**src/rtl/adf_sweep_ctrl.sv**
```systemverilog
// Frequency sweep sequencer for the ADF4351 configuration block: steps a kHz target
// from start to stop, handshakes each point with the configuration block, then dwells.
//
// state    | meaning
// ---------+-----------------------------------------------------------
// IDLE     | waiting for a valid START
// CFG      | issue the configuration request, arm the timeout
// WAIT     | waiting for the done pulse or timeout expiry
// DWELL    | point settled, holding for the dwell count
// STEP     | advance to the next point, wrap, or finish
module adf_sweep_ctrl #(
    parameter int unsigned TIMEOUT_CYCLES = 1048576
) (
    input  logic        clk_i,
    input  logic        rst_ni,
    input  logic        start_i,
    input  logic        stop_i,
    input  logic [23:0] start_freq_i,
    input  logic [23:0] stop_freq_i,
    input  logic [23:0] step_freq_i,
    input  logic [23:0] dwell_i,
    input  logic        continuous_i,
    input  logic        cfg_done_flag_i,
    output logic [23:0] freq_o,
    output logic        cfg_en_o,
    output logic        settled_o,
    output logic [15:0] step_idx_o,
    output logic        busy_o,
    output logic        sweep_done_o,
    output logic        err_o
);

    localparam int TW = $clog2(TIMEOUT_CYCLES + 1);
    // The counter is loaded on CFG exit and expires on the TIMEOUT_CYCLES-th WAIT edge.
    localparam logic [TW-1:0] TO_LOAD = TW'(TIMEOUT_CYCLES - 1);

    typedef enum logic [2:0] {
        ST_IDLE,
        ST_CFG,
        ST_WAIT,
        ST_DWELL,
        ST_STEP
    } state_t;

    state_t        state_q, state_d;
    logic [23:0]   freq_q, freq_d;
    logic [15:0]   idx_q, idx_d;
    logic          cfg_en_q, cfg_en_d;
    logic          settled_q, settled_d;
    logic          busy_q, busy_d;
    logic          sweep_done_q, sweep_done_d;
    logic          err_q, err_d;
    logic          stop_pend_q, stop_pend_d;
    logic [TW-1:0] to_cnt_q, to_cnt_d;
    logic [23:0]   dw_cnt_q, dw_cnt_d;
    logic [23:0]   start_sh_q, start_sh_d;
    logic [23:0]   stop_sh_q, stop_sh_d;
    logic [23:0]   step_sh_q, step_sh_d;
    logic [23:0]   dwell_sh_q, dwell_sh_d;
    logic          cont_sh_q, cont_sh_d;

    logic [24:0]   next_freq;
    logic          last_point;
    logic          cfg_valid;

    assign next_freq  = {1'b0, freq_q} + {1'b0, step_sh_q};
    assign last_point = (step_sh_q == 24'd0) || (next_freq > {1'b0, stop_sh_q});
    assign cfg_valid  = (start_freq_i >= 24'd35000) && (start_freq_i <= stop_freq_i) &&
                        (stop_freq_i <= 24'd4400000);

    always_comb begin
        state_d      = state_q;
        freq_d       = freq_q;
        idx_d        = idx_q;
        cfg_en_d     = 1'b0;
        settled_d    = 1'b0;
        busy_d       = busy_q;
        sweep_done_d = 1'b0;
        err_d        = err_q;
        stop_pend_d  = stop_pend_q;
        to_cnt_d     = to_cnt_q;
        dw_cnt_d     = dw_cnt_q;
        start_sh_d   = start_sh_q;
        stop_sh_d    = stop_sh_q;
        step_sh_d    = step_sh_q;
        dwell_sh_d   = dwell_sh_q;
        cont_sh_d    = cont_sh_q;

        case (state_q)
            ST_IDLE: begin
                if (start_i) begin
                    if (cfg_valid) begin
                        start_sh_d  = start_freq_i;
                        stop_sh_d   = stop_freq_i;
                        step_sh_d   = step_freq_i;
                        dwell_sh_d  = dwell_i;
                        cont_sh_d   = continuous_i;
                        freq_d      = start_freq_i;
                        idx_d       = 16'd0;
                        busy_d      = 1'b1;
                        err_d       = 1'b0;
                        stop_pend_d = 1'b0;
                        state_d     = ST_CFG;
                    end else begin
                        err_d = 1'b1;
                    end
                end
            end
            ST_CFG: begin
                cfg_en_d = 1'b1;
                to_cnt_d = TO_LOAD;
                if (stop_i) stop_pend_d = 1'b1;
                state_d = ST_WAIT;
            end
            ST_WAIT: begin
                // A done pulse on the expiry edge wins over the timeout.
                if (cfg_done_flag_i) begin
                    settled_d = 1'b1;
                    if (stop_pend_q || stop_i) begin
                        busy_d  = 1'b0;
                        state_d = ST_IDLE;
                    end else begin
                        dw_cnt_d = dwell_sh_q;
                        state_d  = ST_DWELL;
                    end
                end else if (to_cnt_q == '0) begin
                    err_d   = 1'b1;
                    busy_d  = 1'b0;
                    state_d = ST_IDLE;
                end else begin
                    to_cnt_d = to_cnt_q - 1'b1;
                    if (stop_i) stop_pend_d = 1'b1;
                end
            end
            ST_DWELL: begin
                if (stop_i) begin
                    busy_d  = 1'b0;
                    state_d = ST_IDLE;
                end else if (dw_cnt_q == 24'd0) begin
                    state_d = ST_STEP;
                end else begin
                    dw_cnt_d = dw_cnt_q - 24'd1;
                end
            end
            ST_STEP: begin
                if (stop_i) begin
                    busy_d  = 1'b0;
                    state_d = ST_IDLE;
                end else if (!last_point) begin
                    freq_d  = next_freq[23:0];
                    idx_d   = idx_q + 16'd1;
                    state_d = ST_CFG;
                end else if (cont_sh_q) begin
                    freq_d  = start_sh_q;
                    idx_d   = 16'd0;
                    state_d = ST_CFG;
                end else begin
                    sweep_done_d = 1'b1;
                    busy_d       = 1'b0;
                    state_d      = ST_IDLE;
                end
            end
            default: begin
                busy_d  = 1'b0;
                state_d = ST_IDLE;
            end
        endcase
    end

    always_ff @(posedge clk_i or negedge rst_ni) begin
        if (!rst_ni) begin
            state_q      <= ST_IDLE;
            freq_q       <= 24'd0;
            idx_q        <= 16'd0;
            cfg_en_q     <= 1'b0;
            settled_q    <= 1'b0;
            busy_q       <= 1'b0;
            sweep_done_q <= 1'b0;
            err_q        <= 1'b0;
            stop_pend_q  <= 1'b0;
            to_cnt_q     <= '0;
            dw_cnt_q     <= 24'd0;
            start_sh_q   <= 24'd0;
            stop_sh_q    <= 24'd0;
            step_sh_q    <= 24'd0;
            dwell_sh_q   <= 24'd0;
            cont_sh_q    <= 1'b0;
        end else begin
            state_q      <= state_d;
            freq_q       <= freq_d;
            idx_q        <= idx_d;
            cfg_en_q     <= cfg_en_d;
            settled_q    <= settled_d;
            busy_q       <= busy_d;
            sweep_done_q <= sweep_done_d;
            err_q        <= err_d;
            stop_pend_q  <= stop_pend_d;
            to_cnt_q     <= to_cnt_d;
            dw_cnt_q     <= dw_cnt_d;
            start_sh_q   <= start_sh_d;
            stop_sh_q    <= stop_sh_d;
            step_sh_q    <= step_sh_d;
            dwell_sh_q   <= dwell_sh_d;
            cont_sh_q    <= cont_sh_d;
        end
    end

    assign freq_o       = freq_q;
    assign cfg_en_o     = cfg_en_q;
    assign settled_o    = settled_q;
    assign step_idx_o   = idx_q;
    assign busy_o       = busy_q;
    assign sweep_done_o = sweep_done_q;
    assign err_o        = err_q;

endmodule

```
**config.mk**
```make
export PLATFORM = sky130hd
export DESIGN_NAME = adf_sweep_ctrl
export DESIGN_NICKNAME = d
export VERILOG_FILES = /design/src/rtl/adf_sweep_ctrl.sv
export SDC_FILE = /design/constraint.sdc
export NUM_CORES = 1
export LEC_CHECK = 0
export CAP_MARGIN = 25
export CORE_MARGIN = 4
export CORE_UTILIZATION = 35
export DETAILED_ROUTE_END_ITERATION = 16
export SLEW_MARGIN = 20
export SYNTH_ARGS = -nofsm -noshare
export SYNTH_HDL_FRONTEND = slang
export SYNTH_SLANG_ARGS = --single-unit
```
**constraint.sdc**
```tcl
create_clock -name clk_i -period 9.7 [get_ports clk_i]
set_input_delay 1.455 -clock clk_i [delete_from_list [all_inputs] [get_ports clk_i]]
set_output_delay 1.455 -clock clk_i [all_outputs]
set_load 0.05 [all_outputs]
```
# Word-level counts from Yosys, hierarchy flattened
# Cells that the tools add are included.
[totals] wordCells=126 inputBits=102 out_inout_bits=45 regBits=191
[classes] mux=59 n_eq_ne=21 n_addsub=4 n_reduce_logical=21 n_bitwise=1 magnitude_cmp=4
[ops] cell="24-bit 2-to-1 mux" count=9
[ops] cell="24-bit one-hot mux with 2 select lines" count=2
[ops] cell="16-bit 2-to-1 mux" count=5
[ops] cell="24-bit zero test" count=2
[ops] cell="21-bit 2-to-1 mux" count=2
[ops] cell="21-bit one-hot mux with 2 select lines" count=1
[ops] cell="16-bit one-hot mux with 2 select lines" count=1
[ops] cell="1-bit 2-to-1 mux" count=28
[ops] cell="24-bit by 24-bit adder with 25-bit output" count=1
[ops] cell="25-bit by 24-bit greater-than comparator with 1-bit output" count=1
[ops] cell="24-bit by 16-bit greater-or-equal comparator with 1-bit output, second input constant" count=1
[ops] cell="24-bit by 23-bit less-or-equal comparator with 1-bit output, second input constant" count=1
[ops] cell="24-bit less-or-equal comparator" count=1
[ops] cell="24-bit by 1-bit subtractor with 24-bit output, second input constant" count=1
[ops] cell="2-bit inequality test, second input constant" count=11
[ops] cell="21-bit zero test" count=1
[ops] cell="21-bit by 1-bit subtractor with 21-bit output, second input constant" count=1
[ops] cell="3-bit 2-to-1 mux" count=6
[ops] cell="3-bit inequality test, second input constant" count=6
[ops] cell="16-bit by 1-bit adder with 16-bit output, second input constant" count=1
[ops] cell="3-bit one-hot mux with 5 select lines" count=1
[ops] cell="5-bit AND reduction" count=3
[ops] cell="4-bit AND reduction" count=2
[ops] cell="8-bit AND reduction" count=1
[ops] cell="other kinds (14)" count=21

# Depth between registers and ports, before layout
# Gate-level depths: netlist of the first run.
[logic_depth] ltp_word=6 ltp_mapped=22 ltp_nobuf=19

# Least setup slack after synthesis of the first run
# OpenSTA, ideal clock, no wires.
[synth_path] kind="register to register" startpoint="reg freq_q[0] (netlist: freq_o[0])" endpoint="reg idx_q[3] (netlist: step_idx_o[3])" arrival_ns=4.570 slack_ns=4.983 path_stages_with_launch=22 cell_sequence="dfrtp_1 > ha_1 > fa_1 > a211oi_2 > o21bai_2 > a21oi_4 > o21ai_0 > a211oi_1 > o21ai_0 > xnor2_1 > ha_1 > a21o_1 > a21oi_1 > o221ai_1 > o21a_1 > o21ai_0 > o311ai_4 > o211a_1 > buf_4 > buf_6 > o21ai_0 > o21ai_0"
[synth_via] elab_chain_cells=6 elab_cells_between_ends=8 classes_between="1 x add/sub; 1 x order compare; 1 x eq/ne; 3 x mux; 2 x reduce/logical"
[synth_lines] element="start, declared" line="46" source="logic [23:0] freq_q, freq_d;"
[synth_lines] element="start signal, assigned" line="190" source="freq_q <= freq_d;"
[synth_lines] element="24-bit by 24-bit adder with 25-bit output *" line="66" source="assign next_freq = {1'b0, freq_q} + {1'b0, step_sh_q};"
[synth_lines] element="25-bit by 24-bit greater-than comparator with 1-bit output *" line="67" source="assign last_point = (step_sh_q == 24'd0) || (next_freq > {1'b0, stop_sh_q});"
[synth_lines] element="1-bit logical OR *" line="67"
[synth_lines] element="16-bit 2-to-1 mux" line="149" source="end else if (!last_point) begin"
[synth_lines] element="16-bit 2-to-1 mux" line="146" source="if (stop_i) begin"
[synth_lines] element="16-bit one-hot mux with 2 select lines" line="89" source="case (state_q)"
[synth_lines] element="end signal, assigned" line="191" source="idx_q <= idx_d;"
[synth_lines] element="end, declared" line="47" source="logic [15:0] idx_q, idx_d;"
# Mark *: on every way between the ends. The rest lies on a longest branch, timed or not. The select of a mux whose other input is x is not followed.
# A chain may end at the register's enable or synchronous reset.

# Worst setup path in the final report of the first run
[layout_path] startpoint="reg freq_q[0] (netlist: freq_o[0])" endpoint="reg idx_q[14] (netlist: step_idx_o[14])"
# The elaborated chain is that of the path after synthesis.

==> impl_metrics.ini, run 1 <==
[grt]
grtUsageMet2_pct = 28.1
grtUsageMet1_pct = 23.3
grt_antenna_before_repair = 1
grt_use_met3_pct = 3.39
top_usage_layer = met2
grt_max_degree = 72
grt_overflow = 0
grt_pass1_wl_um = 48900
grtUsageTotal_pct = 17.1
grt_pass1_vias = 9037

[floorplanning]
fp.dieArea_um2 = 35700
initial_utilization_pct = 35.4
ios = 147
core.rowCount = 66
core_area_um2 = 32500
dieWidth_um = 189
die_h_um = 189

[route]
drt-initial-drc-count = 559
dr.pass1.iters = 7
routed_wl_um = 30600
vias_per_cell = 5.27
detail-route-antenna-nets = 0
drc = 0
vias = 9226
wl_per_cell_um = 17.5

[cts]
htree_levels = 4
clk_path_buf_depth = 2
cts_buffers = 17
path_clk_slew_ps = 70
cts_setup_buffers = 0
cts_hold_buf = 0
clock_sinks = 191
cts_tree = built
clk_latency_ps = 440
cts-resized-gates = 0
cts-root-buf = clkbuf_16

[power]
p_per_area_nw_per_um2 = 364
power_frac_clock_pct = 14.9
swShare_pct = 45.7
seq_power_share_pct = 27.7
switching_power_mw = 2.31
p_leak_nw = 6.00
vdd_drop_max_uv = 457
p_comb_share_pct = 57.4
p_int_mw = 2.74

[sta]
fin_ws_ps = 4170
finClkSkew_ps = 15.9
fin_setup_tns_ps = 0
setup_viol = 0
min_period_ps = 5530
fmax_mhz = 181
slew_violations = 0
rsz0062_at_grt = no
hold_viol = 0
slew_headroom_pct = 31.7
worst_pin_slew_ps = 1020
period_share_pct = 57.1

[yosys]
synth_edf_count = 0
synthArstFlopShare_pct = 100
syn_avg_cell_area_um2 = 9.73
ys_ff_latch = 191
synthTopCellsByCount = dfrtp_1, o21ai_0, nand2_1
synth.top_cell.area_share_pct = 41.6
syn-num-nets = 1357
synth_cell_types = 82
synthTopCellsByArea = dfrtp_1, ha_1, mux2_2
netlist_instances = 1179
ys_seq_area_share_pct = 41.6
synth_most_common_cell = dfrtp_1
ys.flop_type = dfrtp_1
yosys_warnings = 0
syn_area_um2 = 11500
synth_largest_area_cell = dfrtp_1

[worst_setup_path]
crit_type = reg2reg
crit_top_cell = o21ai_0
cp_max_fo = 39
cpMaxStageDelayCell = nor2_2
worstPathArrival_ps = 5900
crit_chain = ha_1, fa_1, a211oi_2, o21bai_2, a21oi_4, o21ai_0, a211oi_1, o21ai_0, xnor2_1, ha_1, a21o_1, a21oi_1, o221ai_1, o21a_1, o21ai_0, o311ai_4, buf_4, nor2_2, or4b_1, nand3_1
crit_buf_inv = 1
crit_required_ps = 10070
worstSetupStartpointType = flop
end_kind = flop
critPathMaxStageDelay_ps = 480
critPathTopFamily = compound AO/OA/AOI/OAI gates

[flow_run]
max_cap_violations = 0

[placement]
gp_congestion = 0.863
dp_hpwl_um = 22900
dp_worst_setup_slack_ps = 4240
portBuffers = 146

[run_status]
outcome = completed

[final_layout]
post-route-util_pct = 42.8
area_growth_pct = 20.9
finalNetCount = 1474
nFillCells = 3139
drive_above_1_share_pct = 12.1

[worst_hold_path]
worstHoldPathType = reg2reg
[state kept, by name (all words and copies together) (netlist names)]
register	cells
stop_pend_q	1
cfg_en_o	1
dwell_sh_q	24
busy_o	1
dw_cnt_q	24
state_q	3
sweep_done_o	1
to_cnt_q	21
settled_o	1
step_idx_o	16
freq_o	24
cont_sh_q	1
step_sh_q	24
err_o	1
start_sh_q	24
stop_sh_q	24
[kinds of logic (layout without fill, tap and decap cells)]
family / after synthesis / in the layout / synth area share, %
other cells: 0 / 1 / 0
buf+inv: 125 / 254 / 4.81
simple gates: 342 / 342 / 15.2
compound gates: 317 / 317 / 18.4
fa+ha+maj: 76 / 76 / 8.35
mux: 95 / 95 / 9.09
flops: 191 / 191 / 41.6
xor+xnor: 33 / 33 / 2.52
[path summary, 6_finish.rpt]
path	startpoint	to	slack, ps	depth (start not counted)
max	freq_o[0]	step_idx_o[14]	4170	20
min reg2reg	stop_sh_q[7]	stop_sh_q[7]	480	2
min in group asynchronous	rst_ni	dw_cnt_q[19]	1010	1
max in group asynchronous	rst_ni	step_sh_q[2]	7350	2
max reg2reg	freq_o[0]	step_idx_o[14]	4170	20
min	stop_sh_q[7]	stop_sh_q[7]	480	2
[per-stage QoR]
step	power [mW]	std cells	instance area [um2]	hold slack, ps
after floorplan	3.65	1179	11500	447
after global placement	4.25	1719	13300	463
after detailed placement	4.31	1719	13300	470
after CTS	5.08	1750	13900	487
after global routing	5.45	1751	13900	504
final	5.05	1751	13900	484
[worst register-to-register path: stages, from the launching register on]
cell	delay [ps]
dfrtp_1	410
ha_1	250
fa_1	450
a211oi_2	240
o21bai_2	120
a21oi_4	240
o21ai_0	220
a211oi_1	400
o21ai_0	190
xnor2_1	240
ha_1	300
a21o_1	180
a21oi_1	140
o221ai_1	180
o21a_1	220
o21ai_0	150
o311ai_4	160
buf_4	340
nor2_2	490
or4b_1	480
nand3_1	90
[cell usage in the layout, fill, tap and decap left out, types with 9 or more instances in the layout]
master	netlist	routed
mux2i_1	21	21
and3_1	23	23
clkbuf_16	0	17
nand2_1	89	89
a21o_1	28	28
mux2_2	74	74
nand3_1	33	33
nor4_1	15	15
ha_1	75	75
a211oi_1	10	10
clkdlybuf4s50_1	0	145
xnor2_1	25	25
nor3_1	37	37
o21ai_0	105	105
nand2b_1	9	9
a21oi_1	81	81
a211oi_2	18	18
inv_1	70	70
nor2_1	70	70
dfrtp_1	191	191
nand4_1	14	14
[per-layer routing]
metal	vias to the layer above	routed length, um
li1	4501	-
met1	4501	14300
met2	196	14500
met3	28	1350
met4	0	419
met5	-	0
[power by group through the flow]
stage,Combinational [mW],Clock (mW),Sequential (mW)
floorplan,2.16,0,1.50
global placement,2.84,0,1.41
detailed placement,2.89,0,1.42
CTS,2.91,0.770,1.40
global route,3.21,0.802,1.44
finish,2.90,0.750,1.40
[cell type report]
cell class / instances / area, um2 / share of cell area (%)
multi-input combinational: 863 / 6150 / 44.3
sequential: 191 / 4780 / 34.4
timing repair buffer: 153 / 1520 / 10.9
tap: 442 / 553 / 3.98
clock buffer: 21 / 470 / 3.39
inverter: 70 / 263 / 1.89
clock inverter: 10 / 148 / 1.06
antenna: 1 / 2.50 / 0.0180
Note: power is estimated with default switching activity, not from simulation.
==> run 2, diff against run 1 <==
- clock period: 9.7 -> 5.5 ns (I/O delays scaled with it)
==> run 2 against run 1 <==
Via count about the same. Flip-flop and latch count unchanged. Fmax up 7.9%. Sequential share of layout area down 0.062 points. Global-route usage down 0.33 points. Clock power up 69%. Clock skew up 0.92 ps. Final cell count up 0.17%. Cell area up 0.18%. Power up 77%. Wire length down 2.1%. Sequential power up 76%. Largest cell class unchanged.
==> impl_metrics.ini, run 2 (synthesis gave the netlist of run 1 again) <==
[sta]
rsz0062_at_grt = no
period_share_pct = 93.3
setup_viol = 0
slew_headroom_pct = 35.2
slew_violations = 0
finClkSkew_ps = 16.8
hold_viol = 0
min_period_ps = 5130
worst_pin_slew_ps = 972
fin_hold_ws_ps = 484
fin_setup_tns_ps = 0
fmax_mhz = 195

[floorplanning]
fp.dieArea_um2 = 35700
dieWidth_um = 189
core.rowCount = 66
core_area_um2 = 32500
die_h_um = 189
ios = 147
initial_utilization_pct = 35.4

[power]
p_per_area_nw_per_um2 = 643
vdd_drop_max_uv = 540
power_frac_clock_pct = 14.2
switching_power_mw = 4.09
swShare_pct = 45.7
p_comb_share_pct = 58.2
p_leak_nw = 6.03
p_int_mw = 4.85
seq_power_share_pct = 27.6

[final_layout]
final_common_cell = dfrtp_1
regArea_um2 = 4780
final_cell_mix = dfrtp_1, clkdlybuf4s50_1, o21ai_0, nand2_1, a21oi_1
area_growth_pct = 21.2
nFillCells = 3174
finalNetCount = 1476
multi_input_area_um2 = 6150
drive_above_1_share_pct = 12.2

[worst_setup_path]
critPathMaxStageDelay_ps = 450
crit_type = reg2reg
cp_max_fo = 45
regToRegEndpoint = freq_o[2]
crit_top_cell = o21ai_0
end_kind = flop
crit_required_ps = 5820
crit_chain = ha_1, fa_1, a211oi_2, o21bai_2, a21oi_4, o21ai_0, a211oi_1, o21ai_0, xnor2_1, ha_1, a21o_1, a21oi_1, o221ai_1, o21a_1, o21ai_0, o311ai_4, o211a_2, buf_12, mux2_2
r2r_slack_ps = 370
worstPathArrival_ps = 5450
timing.rr.start = freq_o[0]
cpMaxStageDelayCell = fa_1
r2r.worst_path.cells = 19
worstSetupStartpointType = flop

[grt]
grt_use_met3_pct = 3.50
grt_pass1_wl_um = 48200
grt_pass1_vias = 8972
top_usage_layer = met2
grt_antenna_before_repair = 1
grtUsageTotal_pct = 16.7
grt_max_degree = 124
grtUsageMet2_pct = 27.8
grt_overflow = 0
grtUsageMet1_pct = 22.2

[cts]
clock_sinks = 191
cts_tree = built
path_clk_slew_ps = 70
cts-resized-gates = 0
cts_buffers = 17
clk_path_buf_depth = 2
htree_levels = 4
cts-root-buf = clkbuf_16
cts_hold_buf = 0
clk_latency_ps = 440
cts_setup_buffers = 0

[route]
drc = 0
detail-route-antenna-nets = 0
routed_wl_um = 30000
vias = 9228
dr.pass1.iters = 5
vias_per_cell = 5.26
drt-initial-drc-count = 513
wl_per_cell_um = 17.1

[run_status]
outcome = completed

[worst_hold_path]
holdPathStages = 2
holdPathEnd = stop_sh_q[7]
holdCritStartpoint = stop_sh_q[7]
worstHoldPathType = reg2reg

[placement]
portBuffers = 146
gp_congestion = 0.859
dp_hpwl_um = 22300

[flow_run]
max_cap_violations = 0
## run 2: cell type report
| cell class | count | area share, % |
|---|---|---|
| repair buffers | 155 | 11.3 |
| inverters | 70 | 1.89 |
| diodes | 1 | 0.0180 |
| clock inverters | 13 | 1.13 |
| flip-flops and latches | 191 | 34.4 |
| multi-input cells | 863 | 44.2 |
| clock buffers | 19 | 3.11 |
| well taps | 442 | 3.98 |
## run 2: worst max path at each step
stage | startpoint | endpoint | slack (ps) | cells past startpoint
finish | freq_o[0] | freq_o[2] | 370 | 19
global route | freq_o[0] | step_idx_o[10] | 20 | 20
CTS | freq_o[0] | freq_o[2] | 350 | 19
detailed placement | freq_o[0] | freq_o[2] | 400 | 19
global placement | freq_o[0] | step_idx_o[14] | 540 | 19
floorplan | freq_o[0] | step_idx_o[3] | 780 | 21
## run 2: layer usage
metal,share of wire [%],routed length [um]
met1,45,13600
met3,4.6,1380
met2,48,14400
met4,2.1,622
met5,0,0
## run 2: metrics by stage
stage	cell area [um2]	worst slack (ps)	instances	total power, mW	utilization [%]
2_1_floorplan	11500	783	1179	6.44	-
3_3_place_gp	13300	537	1721	7.61	41.0
3_5_place_dp	13300	395	1721	7.68	41.0
4_1_cts	13900	353	1753	8.99	42.8
5_1_grt	13900	16.4	1754	9.68	42.8
6_report	13900	368	1754	8.94	42.8
## run 2: power groups by stage
stage	Sequential, mW	Combinational [mW]	Clock [mW]
after detailed placement	2.49	5.19	0
after global routing	2.54	5.78	1.36
final	2.47	5.20	1.27
after CTS	2.47	5.23	1.30
after global placement	2.48	5.13	0
after floorplan	2.64	3.80	0
## run 2: worst max-delay path: cells and delay by family, from the launching register on
| family | cells | cell delay (ps) |
|---|---|---|
| muxes | 1 | 300 |
| xor gates and xnor gates | 1 | 260 |
| buffers and inverters | 1 | 190 |
| adders and majority gates | 3 | 1010 |
| DFF | 1 | 410 |
| AOI/OAI and AO/OA | 13 | 2830 |
==> run 3, diff against run 2 <==
- CORE_UTILIZATION: 35 -> 50
- CTS_BUF_LIST: not set -> sky130_fd_sc_hd__clkbuf_4 sky130_fd_sc_hd__clkbuf_8
- PLACE_DENSITY: not set -> 0.73
==> run 3 against run 2 <==
Cell area fell by 2.8%. Flip-flop and latch count did not move. Sequential share of layout area rose by 1.0 points. Die area fell by 29%. Sequential power fell by 2%. Setup slack improved by 150 ps. Combinational power barely moved. Largest cell class unchanged. Power fell by 3.9%. Fmax rose by 3.1%. First-iteration DRC count rose by 17%.
==> impl_metrics.ini, run 3 (synthesis gave the netlist of run 1 again) <==
[cts]
cts_hold_buf = 0
clock_sinks = 191
clk_latency_ps = 480
cts_buffers = 17
cts_setup_buffers = 0
clk_path_buf_depth = 2
cts-root-buf = clkbuf_8
htree_levels = 4
path_clk_slew_ps = 100
cts_tree = built
cts-resized-gates = 0

[run_status]
outcome = completed

[floorplanning]
fp.dieArea_um2 = 25400
ios = 147
core_area_um2 = 22600
core.rowCount = 55
die_h_um = 160
initial_utilization_pct = 50.7
dieWidth_um = 160

[power]
p_leak_nw = 5.93
p_int_mw = 4.55
swShare_pct = 47.0
power_frac_clock_pct = 11.0
vdd_drop_max_uv = 839
p_comb_share_pct = 60.7
seq_power_share_pct = 28.3
switching_power_mw = 4.04
p_per_area_nw_per_um2 = 636

[route]
drc = 0
detail-route-antenna-nets = 0
routed_wl_um = 27900
drt-initial-drc-count = 602
vias_per_cell = 5.73
wl_per_cell_um = 17.4
dr.pass1.iters = 5
vias = 9157

[placement]
dp_hpwl_um = 20600
dp_worst_setup_slack_ps = 395
portBuffers = 146
place_area_um2 = 13100
gp_congestion = 0.899
dp.cells = 1564

[final_layout]
drive_above_1_share_pct = 12.5
final_cell_mix = dfrtp_1, clkdlybuf4s50_1, o21ai_0, nand2_1, a21oi_1
final_common_cell = dfrtp_1
post-route-cell-area_um2 = 13500
finalNetCount = 1476
post-route-util_pct = 59.7
area_growth_pct = 17.7
nFillCells = 1920
stdcell_count = 1597

[sta]
fin_setup_tns_ps = 0
rsz0062_at_grt = no
finClkSkew_ps = 21.0
slew_headroom_pct = 35.5
period_share_pct = 90.5
hold_viol = 0
fin_ws_ps = 521
slew_violations = 0
fmax_mhz = 201
worst_pin_slew_ps = 968
min_period_ps = 4980
setup_viol = 0

[flow_run]
max_cap_violations = 0

[grt]
grt_max_degree = 124
grt_pass1_wl_um = 46100
grtUsageTotal_pct = 22.0
grt_antenna_before_repair = 1
grt_pass1_vias = 8879
grt_overflow = 0

[worst_setup_path]
regToRegEndpoint = step_idx_o[5]
r2r_slack_ps = 520
crit_required_ps = 5860
timing.rr.start = freq_o[0]
end_kind = flop
r2r.worst_path.cells = 20
crit_type = reg2reg
cp_max_fo = 40
worstSetupStartpointType = flop
worstPathArrival_ps = 5340

[worst_hold_path]
worstHoldPathType = in2async
-- run 3: cell types whose count changed in the layout (fill, tap and decap cells not counted), sizes merged --
cell,delta
clkinv,-3
inv,+1
bufinv,-1
clkinvlp,+1
clkbuf,+2
-- run 3: worst max-delay path, cell delays in order, from the launching register on --
cell      delay, ps
dfrtp_1         410
ha_1            250
fa_1            440
a211oi_2        220
o21bai_2        110
a21oi_4         240
o21ai_0         210
a211oi_2        290
o21ai_0         160
xnor2_1         260
ha_1            310
a21o_1          190
a21oi_1         150
o221ai_1        160
o21a_1          200
o21ai_0         140
o311ai_4        190
o211a_2         330
buf_4           280
o21ai_0         210
o21ai_0         100
-- run 3: worst max-delay path by stage --
stage | startpoint | endpoint | cells past startpoint
3_3_place_gp | freq_o[0] | freq_o[2] | 19
2_1_floorplan | freq_o[0] | step_idx_o[3] | 21
6_report | freq_o[0] | step_idx_o[5] | 20
3_5_place_dp | freq_o[0] | freq_o[22] | 20
5_1_grt | freq_o[0] | step_idx_o[7] | 20
4_1_cts | freq_o[0] | freq_o[22] | 20
-- run 3: final cells by class --
cell class / instances / area (um2) / area share (%)
clock inverters: 11 / 121 / 0.898
flip-flops and latches: 191 / 4780 / 35.4
repair buffers: 155 / 1560 / 11.5
well taps: 285 / 357 / 2.64
inverters: 70 / 267 / 1.97
multi-input cells: 863 / 6150 / 45.5
diodes: 1 / 2.50 / 0.0185
clock buffers: 21 / 277 / 2.05
-- run 3: power by group through the flow --
stage	logic, mW	clock network, mW	registers [mW]
after floorplan	3.80	0	2.64
after global placement	5.05	0	2.43
after detailed placement	5.18	0	2.44
after CTS	5.20	0.968	2.42
after global routing	5.75	1.03	2.50
final	5.21	0.949	2.43
-- run 3: routing by layer --
| metal | GRT usage (%) | wire length [um] | up-vias |
|---|---|---|---|
| li1 | - | - | 4502 |
| met1 | 31.2 | 12900 | 4401 |
| met2 | 35.2 | 13100 | 231 |
| met3 | 4.37 | 1440 | 23 |
| met4 | 4.50 | 359 | 0 |
| met5 | 0 | 0 | - |
-- run 3: stage by stage --
| step | power, mW | hold slack (ps) |
|---|---|---|
| 3_3_place_gp | 7.48 | 461 |
| 6_report | 8.59 | 448 |
| 2_1_floorplan | 6.44 | 447 |
| 3_5_place_dp | 7.62 | 471 |
| 5_1_grt | 9.28 | 504 |
| 4_1_cts | 8.59 | 473 |
